## src/rtl/counter_sequencer.sv

```systemverilog
// counter_sequencer: run-controller that clears, counts and holds an up_counter at a programmed terminal value
module counter_sequencer #(
    parameter int WIDTH = 8
) (
    input  logic             clk,
    input  logic             reset,
    input  logic             start,
    input  logic             stop,
    input  logic             pause,
    input  logic             auto_reload,
    input  logic [WIDTH-1:0] terminal,
    input  logic [WIDTH-1:0] cnt_value,
    output logic             cnt_enable,
    output logic             cnt_clear,
    output logic             busy,
    output logic             done,
    output logic [7:0]       reload_cnt
);
    typedef enum logic [2:0] {IDLE, CLEAR, RUN, PAUSE, DONE} state_t;
    state_t           state;
    logic [WIDTH-1:0] term_q;
    logic             reload_q;
    // Run FSM; every output is a register updated alongside the state
    always_ff @(posedge clk) begin
        if (!reset) begin
            state      <= IDLE;
            cnt_enable <= 1'b0;
            cnt_clear  <= 1'b1;
            busy       <= 1'b0;
            done       <= 1'b0;
            reload_cnt <= 8'd0;
            term_q     <= '0;
            reload_q   <= 1'b0;
        end else begin
            done      <= 1'b0;
            cnt_clear <= 1'b0;
            if (stop && state != IDLE) begin
                state      <= IDLE;
                cnt_enable <= 1'b0;
                busy       <= 1'b0;
            end else begin
                case (state)
                    IDLE: if (start && !stop) begin
                        state      <= CLEAR;
                        busy       <= 1'b1;
                        term_q     <= terminal;
                        reload_q   <= auto_reload;
                        reload_cnt <= 8'd0;
                        cnt_clear  <= 1'b1;
                    end
                    CLEAR: if (term_q == '0) begin
                        state <= DONE;
                        done  <= 1'b1;
                    end else begin
                        state      <= RUN;
                        cnt_enable <= 1'b1;
                    end
                    // Terminal check uses T-1: the counter takes its last increment on the edge we stop enabling
                    RUN: if (cnt_enable && cnt_value == term_q - WIDTH'(1)) begin
                        state      <= DONE;
                        done       <= 1'b1;
                        cnt_enable <= 1'b0;
                    end else if (pause) begin
                        state      <= PAUSE;
                        cnt_enable <= 1'b0;
                    end
                    PAUSE: if (!pause) begin
                        state      <= RUN;
                        cnt_enable <= 1'b1;
                    end
                    DONE: if (reload_q) begin
                        state      <= CLEAR;
                        cnt_clear  <= 1'b1;
                        reload_cnt <= reload_cnt + 8'd1;
                    end else begin
                        state <= IDLE;
                        busy  <= 1'b0;
                    end
                    default: begin
                        state      <= IDLE;
                        busy       <= 1'b0;
                        cnt_enable <= 1'b0;
                    end
                endcase
            end
        end
    end
endmodule

```

## config.mk

```make
export PLATFORM = sky130hd
export DESIGN_NAME = counter_sequencer
export DESIGN_NICKNAME = d
export VERILOG_FILES = /design/src/rtl/counter_sequencer.sv
export SDC_FILE = /design/constraint.sdc
export NUM_CORES = 1
export LEC_CHECK = 0
export CORE_AREA = 3 3 55 57
export DETAILED_ROUTE_END_ITERATION = 8
export DIE_AREA = 0 0 58 60
export GPL_TIMING_DRIVEN = 1
export PLACE_DENSITY = 0.81
export SLEW_MARGIN = 20
export SYNTH_ARGS = -nofsm -noshare
export SYNTH_HDL_FRONTEND = slang
export SYNTH_SLANG_ARGS = --single-unit
```

## constraint.sdc

```tcl
create_clock -name clk -period 4.58 [get_ports clk]
set_input_delay 0.458 -clock clk [delete_from_list [all_inputs] [get_ports clk]]
set_output_delay 0.458 -clock clk [all_outputs]
set_load 0.02 [all_outputs]
```

---- Word-level counts from Yosys, hierarchy flattened ----
Index checks and enable logic that the tools add are counted.
Widths: inputs -> output; s select.
word-level totals
  flip-flop bits (word level) ............. 24
  input bits .............................. 22
  output and inout port bits .............. 12
  word-level logic and storage cells ...... 66
cells by class
  $add $sub $neg .......................... 2
  eq/ne operators ......................... 11
  multiplexer cells ....................... 25
  bitwise gates (word level) .............. 4
  reduce and logical (&&, ||, !) cells .... 16
operator list
  operator             count
  $mux 8               2
  $pmux 8 s2           1
  $mux 3               5
  $pmux 3 s5           1
  $mux 1               12
  $ne 2x2->1 const B   5
  $reduce_and 3->1     3
  $add 8x1->8 const B  1
  $eq 8x8->1           1
  $logic_not 8->1      1
  $reduce_and 4->1     2
  $sub 8x1->8 const B  1
  $eq 3x2->1 const B   2
  $not 1->1            4
  $pmux 1 s2           2
  $pmux 1 s4           1
  $reduce_or 2->1      2
  $eq 3x1->1 const B   1
  $eq 3x3->1 const B   1
  $logic_and 1x1->1    3
  $logic_not 3->1      1
  $ne 3x3->1 const B   1
  $pmux 1 s3           1
  $reduce_bool 3->1    1
  other kinds (3)      3

---- Depth between registers and ports, before layout ----
Gate-level depths: netlist of run 1.
  depth in word-level cells ............... 5
  mapped depth ............................ 8
  depth with buffers taken out ............ 8

---- Worst setup path before layout of run 1 ----
No wires, ideal clock.
  path type ............................... flip-flop to flip-flop
  start point ............................. register term_q[2]
  end point ............................... register cnt_enable
  library setup time ...................... 0.130 ns
  arrival ................................. 1.745 ns
  data required time ...................... 4.450 ns
  slack ................................... 2.705 ns
  cell stages (with the launch flop) ...... 7
  path buffers ............................ 0
  period minus slack after synthesis ...... 1.875 ns
  path through ............................ dfxtp_1 -> or4_4 -> or4b_1 -> nand2_1 -> a21oi_1 -> o221ai_1 -> a21oi_1
on the way
  cells in the longest elaborated chain, start to end .. 5
  elaborated cells between the ends (all ways) .. 9
  those cells by class .................... add/sub (1); eq/ne (3); mux (2); reduce/logical (3)
RTL lines
  item                                                      RTL line  source
  from (decl)                                               21        logic [WIDTH-1:0] term_q;
  from (signal assigned)                                    46        term_q <= terminal;
  $sub 8x1->8                                               59        RUN: if (cnt_enable && cnt_value == term_q - WIDTH'(1)) begin
  $eq 8x8->1                                                59
  $logic_and 1x1->1                                         59
  $ne 3x3->1 (no line) or $mux 1 (tied branches)            n/a
  $reduce_and 4->1 (no line) or $pmux 1 s4 (tied branches)  n/a
  to (signal assigned)                                      56        cnt_enable <= 1'b1;
  to (signal assigned)                                      62        cnt_enable <= 1'b0;
  to (signal assigned)                                      65        cnt_enable <= 1'b0;
  to (decl)                                                 13        output logic cnt_enable,
Several ways; a longest one is shown, not always the timed one.
A chain may end at the register's enable or synchronous reset.

---- Final worst setup path of run 1 ----
  start point ............................. register term_q[0]
  end point ............................... register done
on the way
  cells in the longest elaborated chain, start to end .. 5
  elaborated cells between the ends (all ways) .. 7
  those cells by class .................... add/sub (1); eq/ne (1); mux (3); reduce/logical (2)
RTL lines
  item                  RTL line  source
  $sub 8x1->8           59
  $eq 8x8->1            59
  $logic_and 1x1->1     59
  $mux 1                59
  $pmux 1 s2 *          42        case (state)
  to (signal assigned)  35        done <= 1'b0;
  to (signal assigned)  53        done <= 1'b1;
  to (signal assigned)  61        done <= 1'b1;
  to (decl)             16        output logic done,
Mark *: on every way between the ends. The rest lies on a longest branch, timed or not.

==> results of run 1 <==
-- cell type report --
cell class	instances	area (um2)	area share
Clock inverter	1	30.0	0.0176
Multi-Input combinational cell	112	788	0.462
Timing Repair Buffer	33	330	0.193
Inverter	5	18.8	0.0110
Sequential cell	24	480	0.281
Clock buffer	3	22.5	0.0132
Tap cell	30	37.5	0.0220
-- flip-flops by register name, summed over array words and instances (netlist names) --
register / flops
term_q: 8
reload_q: 1
cnt_clear: 1
state: 3
busy: 1
cnt_enable: 1
done: 1
reload_cnt: 8
-- final timing paths --
| check | startpoint | to | cells after the start | slack, ns |
|---|---|---|---|---|
| max | term_q[0] | done | 8 | 2.49 |
| max reg2reg | term_q[0] | done | 8 | 2.49 |
| min | reload_cnt[1] | reload_cnt[1] | 2 | 0.52 |
| min reg2reg | reload_cnt[1] | reload_cnt[1] | 2 | 0.52 |
-- logic make-up after synthesis --
group                    Yosys count  share of synthesized area
adder cells (fa/ha/maj)            2                     0.0190
flip-flops                        24                      0.365
AND/OR/NAND/NOR                   60                      0.280
AO/OA/AOI/OAI                     22                      0.103
multiplexers                      11                     0.0847
buffers and inverters             12                     0.0352
XOR/XNOR                          17                      0.113
-- cells in the final DEF (no fill, tap or decap), types with 3 or more instances in the layout --
cell type	Yosys	final
nor3_1	3	3
nor3b_1	3	3
nor2_1	15	15
xor2_1	8	8
nand4_1	4	4
inv_1	4	4
and3_1	3	3
nor2b_1	11	11
a21oi_1	9	9
mux2i_1	10	10
clkbuf_4	0	3
o21ai_1	3	3
nand2_1	8	8
dfxtp_1	24	24
nand3_1	3	3
clkdlybuf4s50_1	0	33
a31oi_1	3	3
xnor2_1	9	9
-- worst max-delay path: cells and delay by family, from the launching register on --
kind	cells	cell delay (ns)
AND/OR/NAND/NOR	3	0.75
adder cells (fa/ha/maj)	1	0.24
buffers and inverters	1	0.08
flip-flops	1	0.48
AO/OA/AOI/OAI	2	0.32
XOR/XNOR	1	0.15
-- through the flow --
| stage | worst slack [ns] | hold slack [ns] |
|---|---|---|
| after CTS | 2.47 | 0.525 |
| after floorplan | 2.71 | 0.523 |
| after global placement | 2.36 | 0.490 |
| final | 2.49 | 0.521 |
| after global routing | 2.30 | 0.563 |
| after detailed placement | 2.29 | 0.507 |
-- report_power, final --
group	switching, mW	internal (mW)
Clock	0.0633	0.0885
Sequential	0.00943	0.216
Combinational	0.0450	0.0527
-- layer usage --
metal / vias up / share of wire
met1: 535 / 0.45
met3: 5 / 0.074
met5: - / 0
met2: 46 / 0.47
li1: 580 / -
met4: 0 / 0.0073
==> results.txt, run 1 <==
Worst-Margin Slew: 0.643 ns
TritonRoute pass-1 iters: 5
initial antenna violation count: 0
number of synthesized flops with an enable pin: 0
Critical Path Max Stage Delay: 0.48 ns
M2 GR Usage: 0.294
clk sinks: 24
GRT Total Usage: 0.178
synth cell count leaders: dfxtp_1 (24), nor2_1 (15), nor2b_1 (11)
largest net degree at the start of global routing: 21
Post-Syn Nets: 172
Peak Freq: 477 MHz
Die Width: 58 um
Final Util: 0.677
cell mode on critical path: nor3b_1
crit path time final: 2.09 ns
pwr dens: 278 nW/um2
core area: 2520 um2
worst-path fanout max: 5
setup bufs post-CTS: 0
CP Data Arrival Time: 2.33 ns
Rel. slew slack: 0.570
YS warnings: 0
setup TNS: 0 ns
fin crit share: 0.457
Post-DP HPWL: 2210 um
Area after DPL: 1660 um2
Port-buffer cells: 33
diode count: 0
design area: 1710 um2
Reg clk slew, reported paths: 0.13 ns
grt total ovfl: 0
synthesis-stage register bit count: 24
die area: 3480 um2
total chip power: 475 uW
Fill cells: 204
WL final: 2860 um
global placement routability congestion: 0.856
P&R area growth vs syn: 29.9%
count leader, synth: dfxtp_1
CTS root buf: clkbuf_4
Synth top area share: 0.365
dpl cells: 204
Finished Layout Cells: 208
vias in the first global route: 1098
FP Rows: 18
Num CTS Buffers: 3
M1 GR Usage: 0.236
CTS tree: built
hold_buf cts: 0
Slew Limit Fails: 0
Initial Util: 0.521
synth top area cells: dfxtp_1 (37%), mux2i_1 (7.6%), xnor2_1 (6.0%)
Hold Violations, Final: 0
First DRT Iteration DRCs: 31
post_cts resized: 0
H-Tree Depth: 1
Vias: 1166
Yosys cell types: 37
Async SR Flop Fraction: 0
met3 GRT Util: 0.0346
drt wl/cell: 13.8 um
Detail Route Antenna Nets: 0
Maximum Capacitance Violations: 0
Synth Area per Inst: 8.89 um2
RSZ-0062 raised after global routing: false
Seq/Total Area, Yosys: 0.365
die span in y: 60 um
Critical Path RT: 4.82 ns
startpoint type of the worst setup path: flop
Leakage: 0.664 nW
share of cells above drive strength 1: 0.0562
Top FF cell, synth: dfxtp_1
Setup Skew: 0.00256 ns
post-route DRC violation count: 0
crit-path cells: inv_1 > ha_1 > nor3b_1 > xnor2_1 > o2111ai_1 > nor4_4 > a31oi_1 > nor3b_1
clock buffer depth: 2
final setup vio count: 0
crit end category: flop
Setup CP Type: flop to flop
Max VDD drop: 0.277 mV
post-synthesis cell count: 148
GRT busiest layer: met2
worst min-delay path category: flop to flop
Nets: 203
biggest area consumer among synthesized cells: dfxtp_1
status: finished clean
I/O pins: 34
CP max stage cell: dfxtp_1
Via density: 5.61
Worst-Skew Late Latency: 0.31 ns
first-pass GRT wire length: 4850 um
Post-Syn Area: 1320 um2
No activity file was read; power rests on OpenSTA's default activity.
==> inputs of run 2 (changes only) <==
CORE_AREA = 3 3 60 62   (was 3 3 55 57)
DIE_AREA = 0 0 63 65   (was 0 0 58 60)
PLACE_DENSITY = 0.72   (was 0.81)
clock period = 1.9 ns   (was 4.58 ns; I/O delays follow)
==> results.txt, run 2 (synthesis results as in run 1) <==
H-Tree Depth: 1
Nets: 215
diode count: 0
Detail Route Antenna Nets: 0
P&R area growth vs syn: 42.8%
biggest regs: reload_cnt x8, term_q x8, state x3
initial antenna violation count: 0
startpoint type of the worst setup path: flop
share of cells above drive strength 1: 0.200
Finished Layout Cells: 234
WL final: 3110 um
CP max stage cell: nor4_4
vias in the first global route: 1193
Die Width: 63 um
Setup CP Type: flop to flop
failing checks: setup timing
I/O pins: 34
worst min-delay path category: input port to flop
Num CTS Buffers: 3
Max VDD drop: 0.340 mV
post-route DRC violation count: 0
crit path time final: 1.97 ns
first-pass GRT wire length: 5250 um
Maximum Capacitance Violations: 0
RSZ-0062 raised after global routing: true
Worst-Skew Late Latency: 0.31 ns
core area: 3080 um2
Port-buffer cells: 33
Critical Path RT: 2.11 ns
Initial Util: 0.427
Final Util: 0.610
most frequent cells in the layout: clkdlybuf4s50_1 (33), dfxtp_1 (21), nor2_1 (14), nor2b_1 (11)
final setup vio count: 3
FP Rows: 20
total chip power: 1.09 mW
First DRT Iteration DRCs: 62
drt wl/cell: 13.3 um
Setup Skew: 0.00281 ns
CTS root buf: clkbuf_4
status: finished, violations left
crit-path cells: inv_2 > ha_4 > buf_6 > xor2_2 > o31a_1 > nor4_4 > o21ai_1 > and4_1
design area: 1880 um2
crit-path leading delay family: simple AND/OR/NAND/NOR gates
crit end category: flop
GRT Total Usage: 0.158
die span in y: 65 um
Vias: 1187
Post-DP HPWL: 2470 um
Slew Limit Fails: 0
Reg clk slew, reported paths: 0.13 ns
PnR worst setup slack: -0.0658 ns
Via density: 5.07
fin crit share: 1.03
worst path bufs/invs: 2
pwr dens: 580 nW/um2
die area: 4100 um2
Area after DPL: 1770 um2
Hold Violations, Final: 0
Leakage: 0.737 nW
Peak Freq: 509 MHz
most common cell after layout, fill and taps aside: clkdlybuf4s50_1
dpl cells: 229
largest net degree at the start of global routing: 15
CTS tree: built
grt total ovfl: 0
CP Data Arrival Time: 2.18 ns
TritonRoute pass-1 iters: 4
worst-path fanout max: 4
setup TNS: -0.175 ns
global placement routability congestion: 0.823
clock buffer depth: 2
Rel. slew slack: 0.718
Worst-Margin Slew: 0.422 ns
Critical Path Max Stage Delay: 0.40 ns
clk sinks: 24
## run 2: cell count changes in the layout (fill, tap and decap cells not counted), sizes merged
cell and delta:
buf +12, bufinv -1, clkbuf +1
## run 2: what timing repair did
action,in CTS,in global routing
buffers inserted,0,1
pin swaps,1,8
hold buffers,0,0
resized for setup,2,16
setup endpoints to repair,4,5
## run 2: worst reg2reg max path, stage by stage, from the launching register on
cell     delay, ns
dfxtp_2       0.36
inv_2         0.05
ha_4          0.15
buf_6         0.11
xor2_2        0.14
o31a_1        0.34
nor4_4        0.40
o21ai_1       0.11
and4_1        0.21
## run 2: worst paths after layout
check | start | to | slack, ns | depth (start not counted)
max | term_q[1] | state[1] | -0.07 | 8
min | terminal[7] | term_q[7] | 0.48 | 3
max reg2reg | term_q[1] | state[1] | -0.07 | 8
min reg2reg | reload_cnt[1] | reload_cnt[1] | 0.52 | 2
## run 2: area by class of cell
class,count,area [um2]
fill,280,1200
tap,44,55.1
clock buffer,4,36.3
timing repair buffer,45,437
multi-input combinational,112,847
sequential,24,484
inverter,5,18.8
## run 2: metal layers
layer	up-vias	GRT usage	share of wire	wire [um]
met5	-	0	0	0
met4	0	0.0579	0.0087	27
met3	2	0.0243	0.033	102
met2	24	0.281	0.51	1590
met1	556	0.191	0.45	1390
li1	605	-	-	-
## run 2: stage by stage
step                      worst slack (ns)  hold slack [ns]
after global placement             -0.0119            0.482
after global routing                -0.177            0.474
after detailed placement           -0.0713            0.510
final                              -0.0658            0.481
after CTS                          -0.0370            0.479
after floorplan                     0.0254            0.356
## run 2: report_power, final
| group | switching, mW | total, mW | internal [mW] | leakage [nW] |
|---|---|---|---|---|
| sequential | 0.0156 | 0.537 | 0.521 | 0.196 |
| clock | 0.148 | 0.265 | 0.117 | 0.0210 |
| combinational | 0.131 | 0.288 | 0.157 | 0.520 |
==> inputs of run 3 (changes only) <==
CAP_MARGIN = 25   (was default)
SLEW_MARGIN = default   (was 20)
==> results of run 3 <==
The final DEF is identical to that of run 2; final timing and power are the same.
